[config.mk]
export PLATFORM = sky130hd
export DESIGN_NAME = rom_scanner
export DESIGN_NICKNAME = d
export VERILOG_FILES = /design/src/rtl/rom_scanner.sv
export SDC_FILE = /design/constraint.sdc
export NUM_CORES = 1
export LEC_CHECK = 0
export CAP_MARGIN = 20
export CORE_AREA = 3 3 66 50
export DETAILED_ROUTE_END_ITERATION = 10
export DIE_AREA = 0 0 69 53
export PLACE_DENSITY = 0.81
export SLEW_MARGIN = 10
export SYNTH_ARGS = -nofsm -noshare
export SYNTH_HDL_FRONTEND = slang
export SYNTH_SLANG_ARGS = --single-unit
[constraint.sdc]
create_clock -name clk -period 2.4 [get_ports clk]
set_input_delay 0.48 -clock clk [delete_from_list [all_inputs] [get_ports clk]]
set_output_delay 0.48 -clock clk [all_outputs]
set_load 0.05 [all_outputs]
[src/rtl/rom_scanner.sv]
// rom_scanner
//   Sequencer that sweeps an inclusive, wrapping address range of a small
//   synchronous rom, one read outstanding at a time. Each captured rom word is
//   offered with its address on a valid/ready stream; a done pulse marks the
//   end of a sweep (normal completion or abort).
//
// Ports
//   clk          system clock, all logic on posedge
//   rst          synchronous active-high reset
//   start        sweep request, honoured only while idle
//   abort        cancel a sweep in progress
//   first_addr   sweep start address, captured with start
//   last_addr    sweep end address (inclusive), captured with start
//   rom_read     read strobe to the rom
//   rom_address  address to the rom
//   rom_data     rom data output
//   out_valid    out_data/out_addr hold a captured word
//   out_ready    consumer accepts the word when out_valid && out_ready
//   out_data     captured rom word
//   out_addr     address the word was read from
//   busy         sweep in progress
//   done         one-cycle pulse after the final transfer or after an abort
module rom_scanner #(
  parameter int AW     = 4,
  parameter int DW     = 4,
  parameter int RD_LAT = 1
) (
  input  logic          clk,
  input  logic          rst,
  input  logic          start,
  input  logic          abort,
  input  logic [AW-1:0] first_addr,
  input  logic [AW-1:0] last_addr,
  output logic          rom_read,
  output logic [AW-1:0] rom_address,
  input  logic [DW-1:0] rom_data,
  output logic          out_valid,
  input  logic          out_ready,
  output logic [DW-1:0] out_data,
  output logic [AW-1:0] out_addr,
  output logic          busy,
  output logic          done
);

  localparam logic [2:0] S_IDLE  = 3'd0;
  localparam logic [2:0] S_ISSUE = 3'd1;
  localparam logic [2:0] S_WAIT  = 3'd2;
  localparam logic [2:0] S_HOLD  = 3'd3;
  localparam logic [2:0] S_DONE  = 3'd4;

  // Latency counter only needs to reach RD_LAT-1.
  localparam int LW = (RD_LAT > 1) ? $clog2(RD_LAT) : 1;

  logic [2:0]    state_r;
  logic [2:0]    next_state_s;
  logic [AW-1:0] cur_r;
  logic [AW-1:0] cur_next_s;
  logic [AW-1:0] last_r;
  logic [LW-1:0] lat_cnt_r;
  logic          lat_hit_s;
  logic          at_last_s;
  logic          rom_read_r;
  logic [AW-1:0] rom_address_r;
  logic          out_valid_r;
  logic [DW-1:0] out_data_r;
  logic [AW-1:0] out_addr_r;
  logic          busy_r;
  logic          done_r;

  assign lat_hit_s = (lat_cnt_r == LW'(RD_LAT - 1));
  assign at_last_s = (cur_r == last_r);

  // Next-state decode; abort outranks every other event while a sweep runs.
  always_comb begin
    next_state_s = state_r;
    case (state_r)
      S_IDLE: begin
        if (start) begin
          next_state_s = S_ISSUE;
        end else begin
          next_state_s = S_IDLE;
        end
      end
      S_ISSUE: begin
        if (abort) begin
          next_state_s = S_DONE;
        end else begin
          next_state_s = S_WAIT;
        end
      end
      S_WAIT: begin
        if (abort) begin
          next_state_s = S_DONE;
        end else if (lat_hit_s) begin
          next_state_s = S_HOLD;
        end else begin
          next_state_s = S_WAIT;
        end
      end
      S_HOLD: begin
        if (abort) begin
          next_state_s = S_DONE;
        end else if (out_ready) begin
          if (at_last_s) begin
            next_state_s = S_DONE;
          end else begin
            next_state_s = S_ISSUE;
          end
        end else begin
          next_state_s = S_HOLD;
        end
      end
      S_DONE: begin
        next_state_s = S_IDLE;
      end
      default: begin
        next_state_s = S_IDLE;
      end
    endcase
  end

  // Sweep pointer for the next cycle; lets rom_address be registered together with entry into ISSUE.
  always_comb begin
    cur_next_s = cur_r;
    if ((state_r == S_IDLE) && start) begin
      cur_next_s = first_addr;
    end else if ((state_r == S_HOLD) && !abort && out_ready && !at_last_s) begin
      cur_next_s = cur_r + AW'(1);
    end else begin
      cur_next_s = cur_r;
    end
  end

  // State register and the status outputs decoded from the state being entered.
  always_ff @(posedge clk) begin
    if (rst) begin
      state_r    <= S_IDLE;
      rom_read_r <= 1'b0;
      busy_r     <= 1'b0;
      done_r     <= 1'b0;
    end else begin
      state_r    <= next_state_s;
      rom_read_r <= (next_state_s == S_ISSUE);
      busy_r     <= (next_state_s == S_ISSUE) || (next_state_s == S_WAIT) ||
                    (next_state_s == S_HOLD);
      done_r     <= (next_state_s == S_DONE);
    end
  end

  // Sweep range, current pointer and the rom address that holds outside ISSUE.
  always_ff @(posedge clk) begin
    if (rst) begin
      cur_r         <= {AW{1'b0}};
      last_r        <= {AW{1'b0}};
      rom_address_r <= {AW{1'b0}};
    end else begin
      cur_r <= cur_next_s;
      if ((state_r == S_IDLE) && start) begin
        last_r <= last_addr;
      end
      if (next_state_s == S_ISSUE) begin
        rom_address_r <= cur_next_s;
      end
    end
  end

  // Read latency counter, restarted every time a read is issued.
  always_ff @(posedge clk) begin
    if (rst) begin
      lat_cnt_r <= {LW{1'b0}};
    end else if (state_r == S_ISSUE) begin
      lat_cnt_r <= {LW{1'b0}};
    end else if (state_r == S_WAIT) begin
      lat_cnt_r <= lat_cnt_r + LW'(1);
    end
  end

  // Output stream: capture on the final latency edge, release on transfer or abort.
  always_ff @(posedge clk) begin
    if (rst) begin
      out_valid_r <= 1'b0;
      out_data_r  <= {DW{1'b0}};
      out_addr_r  <= {AW{1'b0}};
    end else begin
      case (state_r)
        S_WAIT: begin
          if (!abort && lat_hit_s) begin
            out_valid_r <= 1'b1;
            out_data_r  <= rom_data;
            out_addr_r  <= cur_r;
          end
        end
        S_HOLD: begin
          // A word pending during abort is dropped, never transferred.
          if (abort || out_ready) begin
            out_valid_r <= 1'b0;
          end
        end
        default: begin
          out_valid_r <= out_valid_r;
        end
      endcase
    end
  end

  assign rom_read    = rom_read_r;
  assign rom_address = rom_address_r;
  assign out_valid   = out_valid_r;
  assign out_data    = out_data_r;
  assign out_addr    = out_addr_r;
  assign busy        = busy_r;
  assign done        = done_r;

endmodule

### Yosys cells after proc, flatten, opt, wreduce, memory -nomap -nowiden

Cells that the tools add are included.

* $add $sub $neg: 2
* multiply operators: 0
* div/mod/pow operators: 0
* magnitude comparators: 0
* equal/unequal tests: 10
* shift operators: 0
* multiplexer cells: 13
* bitwise operators: 1
* reduce and logical (&&, ||, !) cells: 15

Operator list (number)
* 3-bit two-way mux: 5
* 3-bit by 2-bit equality test with 1-bit output, second input constant: 4
* 3-bit one-hot mux with 4 select lines: 1
* 4-bit two-way mux: 2
* 3-bit by 1-bit equality test with 1-bit output, second input constant: 2
* 1-bit logical AND: 5
* 4-bit by 1-bit adder with 4-bit output, second input constant: 1
* 4-bit equality test: 1
* 1-bit two-way mux: 4
* 2-bit by 1-bit != test with 1-bit output, second input constant: 2
* 3-bit equality test, second input constant: 1
* 3-bit logical NOT: 1
* 1-bit logical OR: 3
* 3-bit AND reduction: 1
* 1-bit logical NOT: 2
* 1-bit one-hot mux with 2 select lines: 1
* 2-bit AND reduction: 1
* 2-bit nonzero test: 1
* 2-bit OR reduction: 1
* 1-bit adder, second input constant: 1
* 1-bit NOT: 1

* register bits after elaboration: 28
* bits in latches: 0
* RAM bits: 0
* memory bits (read-only): 0
* bits of input ports: 17
* output and inout bits: 16
* logic and storage cells: 52
* memories kept: 0

### Longest topological paths before layout

* depth in word-level cells: 8
* mapped depth: 6
* gate-level depth less buffers: 5

### Least setup slack after synthesis

OpenSTA, ideal clock, no wires.

* path kind: input to register
* from: input abort
* to: register rom_address_r[1], in the netlist rom_address[1]
* library setup time: 92 ps
* arrival: 1944 ps
* required time: 2308 ps
* setup slack: 363 ps
* stages: 5
* buffers on the path: 0
* cell sequence: or4b_4 nor2_8 o22ai_2 or4_1 o32ai_1

* word-level cells in the longest chain between the ends: 6
* elaborated cells between the ends (all ways): 11
* those cells by class: eq/ne: 1; mux: 6; reduce/logical: 4

Ends and longest elaborated chain
* start: declaration: line 31 `input logic abort,`
* branches (longest 6 deep; another with 3-bit one-hot mux with 4 select lines)
* end signal: assignment: line 155 `rom_address_r <= {AW{1'b0}};`
* end signal: assignment: line 162 `rom_address_r <= cur_next_s;`
* end: declaration: line 63 `logic [AW-1:0] rom_address_r;`

Parallel ways; which one is timed is not known.
A chain may end at the register's enable or synchronous reset.

### Worst setup path after layout

Ends and elaborated chain as after synthesis.

==> flow_metrics.env <==
export IMPL_status="completed"
export IMPL_antenna_left=0
export IMPL_design_core_area_um2=2720
export IMPL_io_pins=33
export IMPL_synth_edf_count=0
export IMPL_clockRootBuffer="clkbuf_8"
export IMPL_worstHoldPathType="register to register"
export IMPL_drtPass1Iterations=4
export IMPL_drcViolationCount=0
export IMPL_grt_pass1_wl_um=5410
export IMPL_maxSlewHeadroom_pct=65.9
export IMPL_grt_overflow=0
export IMPL_r2r_setup_slack_ns=0.18
export IMPL_seqPwrFrac_pct=44.1
export IMPL_worstMarginPinSlew_ns=0.510
export IMPL_share_comb_of_total_power_pct=24.0
export IMPL_ys_warn_count=0
export IMPL_post_route_util_pct=63.6
export IMPL_vias=1168
export IMPL_cts_sinks=28
export IMPL_synth_area_leader_cell="dfxtp_1"
export IMPL_worstSetupPathType="input port to register"
export IMPL_synth_most_common_cell="dfxtp_1"
export IMPL_final_nets=193
export IMPL_synthArstFlopShare_pct=0
export IMPL_place_hpwl_um=2380
export IMPL_antenna_cells=0
export IMPL_post_cts_resize_count=0
export IMPL_setup_violations=0
export IMPL_min_period_ns=2.32
export IMPL_synth_top_area_share_pct=44.5
export IMPL_setup_worst_path_end_class="register"
export IMPL_areaGrowthSynthToFinish_pct=37.5
export IMPL_clk_latency_ns=0.28
export IMPL_switching_share_pct=28.4
export IMPL_powerDensity_nw_per_um2=680
export IMPL_synth_common_cells="28 x dfxtp_1, 18 x nor2_1, 12 x nand2_1"
export IMPL_leakage_nw=0.659
export IMPL_drv_slew=0
export IMPL_drive_gt1_share_pct=13.2
export IMPL_crit_chain="clkdlybuf4s50_1 -> or4b_4 -> o211ai_1 -> o22ai_2 -> or4_1 -> o32ai_1"
export IMPL_clock_fmax_mhz=431
export IMPL_htree_levels=1
export IMPL_synth_cell_types=41
export IMPL_timing_final_crit_share_pct=96.8
export IMPL_drt_iter0_drc=79
export IMPL_synthesis_area_um2=1260
export IMPL_cts_made_buffers=3
export IMPL_path_clk_slew_ns=0.10
export IMPL_synth_area_leaders="dfxtp_1 45%, mux2i_1 6.4%, nor2_1 5.4%, nand2_1 3.6%, xnor2_1 2.8%"
export IMPL_cts_tree="done"
export IMPL_cpPeakStageDelay_ns=0.54
export IMPL_syn_area_per_cell_um2=9.26
export IMPL_wl_per_cell_um=15.3
export IMPL_nFillCells=240
export IMPL_routed_wl_um=3210
export IMPL_cts_setup_buffers=0
export IMPL_crit_arrival_ns=2.51
export IMPL_gp_congestion=0.896
export IMPL_antenna_found_initial=0
export IMPL_cp_data_required_time_ns=2.59
export IMPL_ys_flop_type="dfxtp_1"
export IMPL_intPower_w=0.000841
export IMPL_numPortBuffers=32
export IMPL_clock_skew_ns=0.00913
export IMPL_hold_violations=0
export IMPL_hold_buffers=0
export IMPL_ys_seq_elements=28
export IMPL_drv_cap=0
export IMPL_seq_area_frac_synth_pct=44.5
export IMPL_p_sw_w=0.000334
export IMPL_crit_path_top_delay_cell="or4b_4"
export IMPL_p_clk_share_pct=31.9
export IMPL_initial_utilization_pct=46.2
export IMPL_worst_setup_path_start_kind="input port"
export IMPL_grt_pass1_vias=1167
export IMPL_cts_buffer_depth=2
export IMPL_die_h_um=53
export IMPL_grt_start_max_net_pins=25
export IMPL_die_x_um=69
export IMPL_synthCells=136
export IMPL_peakVddDrop_v=0.000289
export IMPL_final_cell_count_no_fill=210
export IMPL_num_rows=16
export IMPL_place_inst=206
export IMPL_worst_path_max_fanout=4
export IMPL_viasPerCell=5.56
export IMPL_rsz0062_at_grt="no"
export IMPL_die_area_um2=3660
export IMPL_track_usage_pct=18.8
export IMPL_syn_nets=154
path summary, 6_finish.rpt:
kind / start / to / cells after the start
setup / recovery: abort / rom_address[1] / 6
hold / removal: last_r[2] / last_r[2] / 2
setup reg to reg: state_r[1] / rom_address[1] / 5
hold reg to reg: last_r[2] / last_r[2] / 2
area by class of cell:
class                           count  area [um2]  share of cell area (%)
Timing Repair Buffer               42         395                    22.8
Tap cell                           36        45.0                    2.60
Inverter                            4        15.0                   0.868
Sequential cell                    28         561                    32.4
Clock buffer                        3        41.3                    2.39
Multi-Input combinational cell     96         643                    37.2
Clock inverter                      1        30.0                    1.74
registers in the layout, indices dropped and copies added (netlist names):
| signal | flops |
|---|---|
| lat_cnt_r | 1 |
| out_addr | 4 |
| rom_read | 1 |
| state_r | 3 |
| done | 1 |
| out_data | 4 |
| busy | 1 |
| out_valid | 1 |
| rom_address | 4 |
| cur_r | 4 |
| last_r | 4 |
metal layers:
layer	vias to the layer above	track usage, %	wire (um)
li1	565	-	-
met1	572	21.7	1390
met2	29	35.8	1640
met3	2	4.93	176
met4	0	3.25	11
met5	-	0	0
worst max-delay path, delay by kind of cell:
family | cells | cell delay [ns]
buffers and inverters | 1 | 0.43
and+or+nand+nor | 2 | 1.08
AOI/OAI and AO/OA | 3 | 0.51
stage by stage:
stage	total power [W]	hold WS (ns)	setup slack, ns	cell area (um2)	TNS (ns)
2_1_floorplan	0.000699	0.449	0.363	1260	0
3_3_place_gp	0.000795	0.460	-0.0904	1660	-0.123
3_5_place_dp	0.000806	0.468	-0.197	1660	-0.336
4_1_cts	0.00118	0.483	0.0906	1730	0
5_1_grt	0.00122	0.501	0.0539	1730	0
6_report	0.00118	0.482	0.0778	1730	0
logic make-up (layout without fill, tap and decap cells):
logic type	Yosys count	in the layout	synth area share, %
AND/OR/NAND/NOR	54	54	23.2
flip-flops	28	28	44.5
AO/OA/AOI/OAI	27	27	16.0
buffers and inverters	12	50	4.37
multiplexers	10	10	8.15
XOR/XNOR	4	4	2.78
adder cells (fa/ha/maj)	1	1	0.994
power groups by stage:
stage          Clock, W  Sequential [W]  Combinational [W]
4_1_cts        0.000379        0.000518           0.000282
6_report       0.000375        0.000519           0.000283
5_1_grt        0.000394        0.000523           0.000301
2_1_floorplan         0        0.000570           0.000130
3_5_place_dp          0        0.000529           0.000276
3_3_place_gp          0        0.000527           0.000267
layout by cell type, fill, tap and decap left out, types with 3 or more instances in the layout:
cell type / synthesis / layout
clkdlybuf4s50_1: 0 / 32
dfxtp_1: 28 / 28
nor2_1: 18 / 18
nand2_1: 12 / 12
buf_4: 0 / 10
mux2i_1: 8 / 8
o21ai_0: 6 / 6
xnor2_1: 4 / 4
and3_1: 4 / 4
inv_1: 4 / 4
nor3_1: 4 / 4
a21oi_1: 4 / 4
nand3_1: 3 / 3
or3_1: 3 / 3
clkbuf_8: 0 / 3
Note: power is estimated with default switching activity, not from simulation.
